`src/rtl/alu_exec_unit.sv`:
```
// alu_exec_unit: execute-stage ALU between ID/EX and EX/MEM.
// Registered result/zero/overflow on a valid/ready stream.
//
// Parameters:
//   WIDTH      operand/result width in bits (>= 4)
// Ports:
//   clk        rising-edge clock
//   reset      synchronous active-high reset
//   in_valid   alu_ctrl/src_a/src_b valid this cycle
//   in_ready   unit accepts an op this cycle
//   alu_ctrl   0000 AND, 0001 OR, 0010 ADD, 0110 SUB,
//              0111 SLT, 1100 NOR, 1000 MUL
//   src_a      operand A
//   src_b      operand B
//   out_valid  result/zero/overflow valid
//   out_ready  downstream takes the result this cycle
//   result     registered result
//   zero       result == 0
//   overflow   signed overflow (ADD/SUB only)
//   busy       multiply in progress
// Build option:
//   ALU_MULT_EN  adds a WIDTH-step shift-add multiplier for
//                code 1000. Without it, 1000 behaves as an
//                unknown code (result 0, zero 1, latency 1)
//                and busy is tied low.

module alu_exec_unit #(
    parameter int WIDTH = 32
) (
    input  logic             clk,
    input  logic             reset,
    input  logic             in_valid,
    output logic             in_ready,
    input  logic [3:0]       alu_ctrl,
    input  logic [WIDTH-1:0] src_a,
    input  logic [WIDTH-1:0] src_b,
    output logic             out_valid,
    input  logic             out_ready,
    output logic [WIDTH-1:0] result,
    output logic             zero,
    output logic             overflow,
    output logic             busy
);

    localparam logic [3:0] ALU_AND = 4'b0000;
    localparam logic [3:0] ALU_OR  = 4'b0001;
    localparam logic [3:0] ALU_ADD = 4'b0010;
    localparam logic [3:0] ALU_SUB = 4'b0110;
    localparam logic [3:0] ALU_SLT = 4'b0111;
    localparam logic [3:0] ALU_NOR = 4'b1100;
`ifdef ALU_MULT_EN
    localparam logic [3:0] ALU_MUL = 4'b1000;
`endif

    typedef enum logic [1:0] {
        S_IDLE = 2'd0,
        S_MUL  = 2'd1,
        S_DONE = 2'd2
    } state_t;

    state_t           r_state;
    state_t           w_state_nxt;

    logic             r_out_valid;
    logic [WIDTH-1:0] r_result;
    logic             r_zero;
    logic             r_ovf;

    logic             w_accept;
    logic             w_drain;
    logic             w_is_mul;

    logic [WIDTH-1:0] w_sum;
    logic [WIDTH-1:0] w_diff;
    logic             w_ovf_add;
    logic             w_ovf_sub;
    logic [WIDTH-1:0] w_alu_res;
    logic             w_alu_ovf;

    // ---------------- handshake ----------------
    // A new op may enter only when the output slot is
    // empty or is being emptied in this same cycle.
    assign in_ready = !reset
                    && (r_state == S_IDLE)
                    && (!r_out_valid || out_ready);
    assign w_accept = in_valid && in_ready;
    assign w_drain  = r_out_valid && out_ready;

`ifdef ALU_MULT_EN
    assign w_is_mul = (alu_ctrl == ALU_MUL);
`else
    assign w_is_mul = 1'b0;
`endif

    // ---------------- single-cycle datapath ----------------
    assign w_sum  = src_a + src_b;
    assign w_diff = src_a - src_b;

    // Signed overflow: operands with matching (ADD) or
    // differing (SUB) signs giving a result whose sign
    // differs from src_a.
    assign w_ovf_add = (src_a[WIDTH-1] == src_b[WIDTH-1])
                    && (w_sum[WIDTH-1] != src_a[WIDTH-1]);
    assign w_ovf_sub = (src_a[WIDTH-1] != src_b[WIDTH-1])
                    && (w_diff[WIDTH-1] != src_a[WIDTH-1]);

    always_comb begin
        w_alu_res = '0;
        w_alu_ovf = 1'b0;
        case (alu_ctrl)
            ALU_AND: w_alu_res = src_a & src_b;
            ALU_OR:  w_alu_res = src_a | src_b;
            ALU_ADD: begin
                w_alu_res = w_sum;
                w_alu_ovf = w_ovf_add;
            end
            ALU_SUB: begin
                w_alu_res = w_diff;
                w_alu_ovf = w_ovf_sub;
            end
            // Sign of the true difference, corrected
            // when the subtraction wrapped.
            ALU_SLT: w_alu_res = {{(WIDTH-1){1'b0}},
                                  w_diff[WIDTH-1] ^ w_ovf_sub};
            ALU_NOR: w_alu_res = ~(src_a | src_b);
            default: begin
                w_alu_res = '0;
                w_alu_ovf = 1'b0;
            end
        endcase
    end

    // ---------------- multiplier ----------------
`ifdef ALU_MULT_EN
    localparam int CW = $clog2(WIDTH);
    localparam logic [CW-1:0] LAST = CW'(WIDTH - 1);

    logic [CW-1:0]    r_cnt;
    logic [WIDTH-1:0] r_mcand;
    logic [WIDTH-1:0] r_mplier;
    logic [WIDTH-1:0] r_prod;

    // Only the low WIDTH bits of the product are kept,
    // so the multiplicand may shift out of range freely.
    always_ff @(posedge clk) begin
        if (reset) begin
            r_cnt    <= '0;
            r_mcand  <= '0;
            r_mplier <= '0;
            r_prod   <= '0;
        end else if (r_state == S_IDLE && w_accept && w_is_mul) begin
            r_cnt    <= '0;
            r_mcand  <= src_a;
            r_mplier <= src_b;
            r_prod   <= '0;
        end else if (r_state == S_MUL) begin
            if (r_mplier[0]) begin
                r_prod <= r_prod + r_mcand;
            end
            r_mcand  <= r_mcand << 1;
            r_mplier <= r_mplier >> 1;
            r_cnt    <= r_cnt + 1'b1;
        end
    end

    assign busy = (r_state == S_MUL);
`else
    assign busy = 1'b0;
`endif

    // ---------------- FSM ----------------
    always_ff @(posedge clk) begin
        if (reset) begin
            r_state <= S_IDLE;
        end else begin
            r_state <= w_state_nxt;
        end
    end

    always_comb begin
        w_state_nxt = r_state;
        case (r_state)
            S_IDLE: begin
                if (w_accept && w_is_mul) begin
                    w_state_nxt = S_MUL;
                end
            end
`ifdef ALU_MULT_EN
            S_MUL: begin
                if (r_cnt == LAST) begin
                    w_state_nxt = S_DONE;
                end
            end
            S_DONE: w_state_nxt = S_IDLE;
`endif
            default: w_state_nxt = S_IDLE;
        endcase
    end

    // ---------------- output register ----------------
    // Load has priority over drain so an accept and a
    // drain in the same cycle replace the old result.
    // A multiply can only have been accepted with the slot
    // free, so DONE never overwrites an undrained result.
    always_ff @(posedge clk) begin
        if (reset) begin
            r_out_valid <= 1'b0;
            r_result    <= '0;
            r_zero      <= 1'b0;
            r_ovf       <= 1'b0;
        end else if (w_accept && !w_is_mul) begin
            r_out_valid <= 1'b1;
            r_result    <= w_alu_res;
            r_zero      <= (w_alu_res == '0);
            r_ovf       <= w_alu_ovf;
`ifdef ALU_MULT_EN
        end else if (r_state == S_DONE) begin
            r_out_valid <= 1'b1;
            r_result    <= r_prod;
            r_zero      <= (r_prod == '0);
            r_ovf       <= 1'b0;
`endif
        end else if (w_drain) begin
            r_out_valid <= 1'b0;
        end
    end

    assign out_valid = r_out_valid;
    assign result    = r_result;
    assign zero      = r_zero;
    assign overflow  = r_ovf;

endmodule

```
`config.mk`:
```
export PLATFORM = sky130hd
export DESIGN_NAME = alu_exec_unit
export DESIGN_NICKNAME = d
export VERILOG_FILES = /design/src/rtl/alu_exec_unit.sv
export SDC_FILE = /design/constraint.sdc
export NUM_CORES = 1
export LEC_CHECK = 0
export BUFFER_PORTS_ARGS = -buffer_cell sky130_fd_sc_hd__buf_4
export CAP_MARGIN = 5
export CORE_MARGIN = 1
export CORE_UTILIZATION = 55
export DETAILED_ROUTE_END_ITERATION = 10
export PLACE_DENSITY = 0.78
export SLEW_MARGIN = 25
export SYNTH_ARGS = -nofsm -noshare
export SYNTH_HDL_FRONTEND = slang
export SYNTH_SLANG_ARGS = --single-unit
export TNS_END_PERCENT = 1
```
`constraint.sdc`:
```
create_clock -name clk -period 6.6 [get_ports clk]
set_input_delay 0.66 -clock clk [delete_from_list [all_inputs] [get_ports clk]]
set_output_delay 0.66 -clock clk [all_outputs]
set_load 0.02 [all_outputs]
```
==> results.tsv <==
stage	metric	value	unit
worst_setup_path	crit_top_cell	nand4_1	
routing	viasPerCell	6.63	
timing	finalCritPeriodShare	0.827	
synth	yosysWarnings	0	
worst_hold_path	worstHoldPathCells	2	
timing	fin_ws	1140	ps
synth	yosysTopAreaCellShare	0.188	
cts	h-tree-depth	2	
worst_setup_path	cp-end-kind	flip-flop	
placement	dp_slack	886	ps
layout	fin_area	0.00778	mm²
routing	ant_nets	0	
placement	place_area	0.00764	mm²
global_routing	grt_max_degree	54	
worst_setup_path	start_kind	input pin	
synth	ys_top_cells_by_area	ha_1 (19%), dfxtp_1 (10%), a21oi_1 (5.9%)	
layout	area_delta_synth_final	14.9	%
timing	setup_viol	0	
cts	clk_path_buf_depth	2	
worst_setup_path	cp_slowest_cell	nor4_1	
layout	layout_common_cells	buf_4 (119), ha_1 (102), inv_1 (96), a21oi_1 (80), nor2_1 (79)	
power	power.density	135	mW/mm²
global_routing	grt_pass1_wl	37100	µm
timing	period_needed	5460	ps
synth	synth_cell_type_count	87	
global_routing	first_global_vias	7040	
worst_setup_path	crit_fanout	14	
die	die_x	113	µm
synth	seq_area_frac_synth	0.103	
routing	wl_per_cell	19.8	µm
worst_setup_path	crit_path_cell_trace	buf_4, inv_1, ha_1, nor4_1, nand4_1, or3_1, a211oi_1, o21ai_0, a21oi_1, o21ai_0, nand2b_1, a21oi_1, fa_1, a31oi_1, nor3_1, a2111oi_0, nand3_1, nor3_1, and4_1, nand4_1, nor4_1, nand4_1, o21ai_1	
synth	ys_async_sr_fraction	0	
cts	cts_resized	0	
synth	mappedNetlistNets	1145	
worst_setup_path	worstPathArrival	5670	ps
placement	portBuffers	107	
power	power	1050	µW
routing	drt_iter0_markers	942	
worst_setup_path	rr_worst_depth	12	
cts	cts.clk_slew.worst_paths	60	ps
timing	fmax	0.183	GHz
run_status	status	finished, final reports clean	
layout	fin_nets	1216	
synth	synth_seq_cells	35	
worst_setup_path	reg2reg_slack	3880	ps
power	peakVddDrop	95.3	µV
cts	clk_latency	280	ps
cts	hold_buffers	0	
flow_run	cap_violations	0	
worst_setup_path	critPathBufInv	2	
timing	setup_tns	0	ps
cts	cts_made_buffers	5	
global_routing	antenna_found_initial	0	
layout	final_common_cell	buf_4	
die	die_h	113	µm
timing	rsz0062_at_grt	no	
worst_setup_path	cp.depth	23	
die	num_io_pins	109	
worst_hold_path	min_path_type	flip-flop to flip-flop	
cts	cts_tree	built	
layout	drive_gt1_frac	0.158	
routing	vias	7873	
die	start_util	0.564	
timing	relSlewSlack	0.353	
timing	finalMaxSlewViolations	0	
synth	synthCells	968	
synth	synth_edf_count	0	
synth	synth_ff_type	dfxtp_1	
worst_setup_path	criticalPathCategory	input pin to flip-flop	
worst_setup_path	critical-path-top-delay-family	simple AND/OR/NAND/NOR gates	
worst_setup_path	cp_slowest_stage_delay	570	ps
die	rows	40	
global_routing	overflow	0	
die	die_area	0.0128	mm²
timing	skew	3.49	ps
cts	cts_setup_buffers	0	
cts	cts_root_buf	clkbuf_16	
power	p_leak	0.00361	µW
worst_setup_path	crit_required	6810	ps
timing	hold_viol	0	
synth	avgSynthCellArea	7.00	µm²
placement	hpwl	19000	µm
synth	netlist_area	0.00678	mm²
routing	drt-total-wl	23500	µm
cts	cts.sinks	35	
synth	synth_top_cell_by_area	ha_1	
global_routing	grt_usage	0.366	
placement	place_congestion	1.06	
timing	tightest_slew	971	ps
die	core_area	0.0120	mm²
routing	first_pass_iters	8	
layout	num_antenna_cells	0	
layout	fillers	1151	
routing	drc	0	
[cells by family after synthesis]
logic type	Yosys count	share of synthesized area
fa+ha+maj	105	0.197
xor+xnor	12	0.0155
compound gates	355	0.368
other cells	1	0.000553
buf+inv	153	0.0886
mux	2	0.00295
simple gates	305	0.224
flops	35	0.103
[stage by stage]
step	util	instances	hold WS (ps)
finish	0.648	1187	456
global route	0.648	1187	469
CTS	0.648	1187	459
detailed placement	0.636	1179	452
global placement	0.636	1179	445
floorplan	-	968	533
[final timing paths]
kind             start        end
min reg2reg  result[8]  result[8]
max reg2reg  out_valid       zero
max          src_a[13]       zero
min          result[8]  result[8]
[power by group]
part / switching [µW] / internal [µW]
sequential: 7.94 / 227
combinational: 372 / 219
clock: 87.7 / 139
total: 468 / 585
[area by class of cell]
type,count,area [µm²],area share
Multi-Input combinational cell,780,5490,0.706
Timing Repair Buffer,119,893,0.115
Sequential cell,35,701,0.0900
Inverter,98,368,0.0473
Tap cell,147,184,0.0236
Clock buffer,5,125,0.0161
Clock inverter,3,20.0,0.00257
[flip-flops by register name, summed over array words and instances, names as in the netlist]
signal     cells
out_valid      1
overflow       1
result        32
zero           1
[metal layers]
| metal | part of all wire | GRT usage | up-vias |
|---|---|---|---|
| li1 | - | - | 3691 |
| met1 | 0.44 | 0.515 | 3621 |
| met2 | 0.42 | 0.565 | 489 |
| met3 | 0.10 | 0.0493 | 72 |
| met4 | 0.037 | 0.147 | 0 |
| met5 | 0 | 0 | - |
[synthesized netlist by cell type (5+ instances only)]
master    count
a221oi_1     16
o22ai_1       6
nand2_1      76
a21o_1       19
a22oi_1      21
and2_1        6
a31oi_1       6
nor3_1       19
xnor2_1      12
or3_1         5
o31ai_1      15
ha_1        102
a211oi_1     18
buf_2        12
a221o_1       8
or4_1         5
a21oi_1      80
nor4_1       11
nor2b_1      11
nand4_1      12
nand3_1      39
nor2_1       79
o211ai_1     11
o21ai_0      73
clkbuf_1     38
inv_1        96
nand2b_1     11
dfxtp_1      35
o221ai_1      8
o21bai_1      7
[worst min-delay path, cell delays in order, from the launching register on]
cell and delay (ps):
dfxtp_1 310, nand2_1 50, o21ai_0 50
Power figures use the tool's default switching activity.
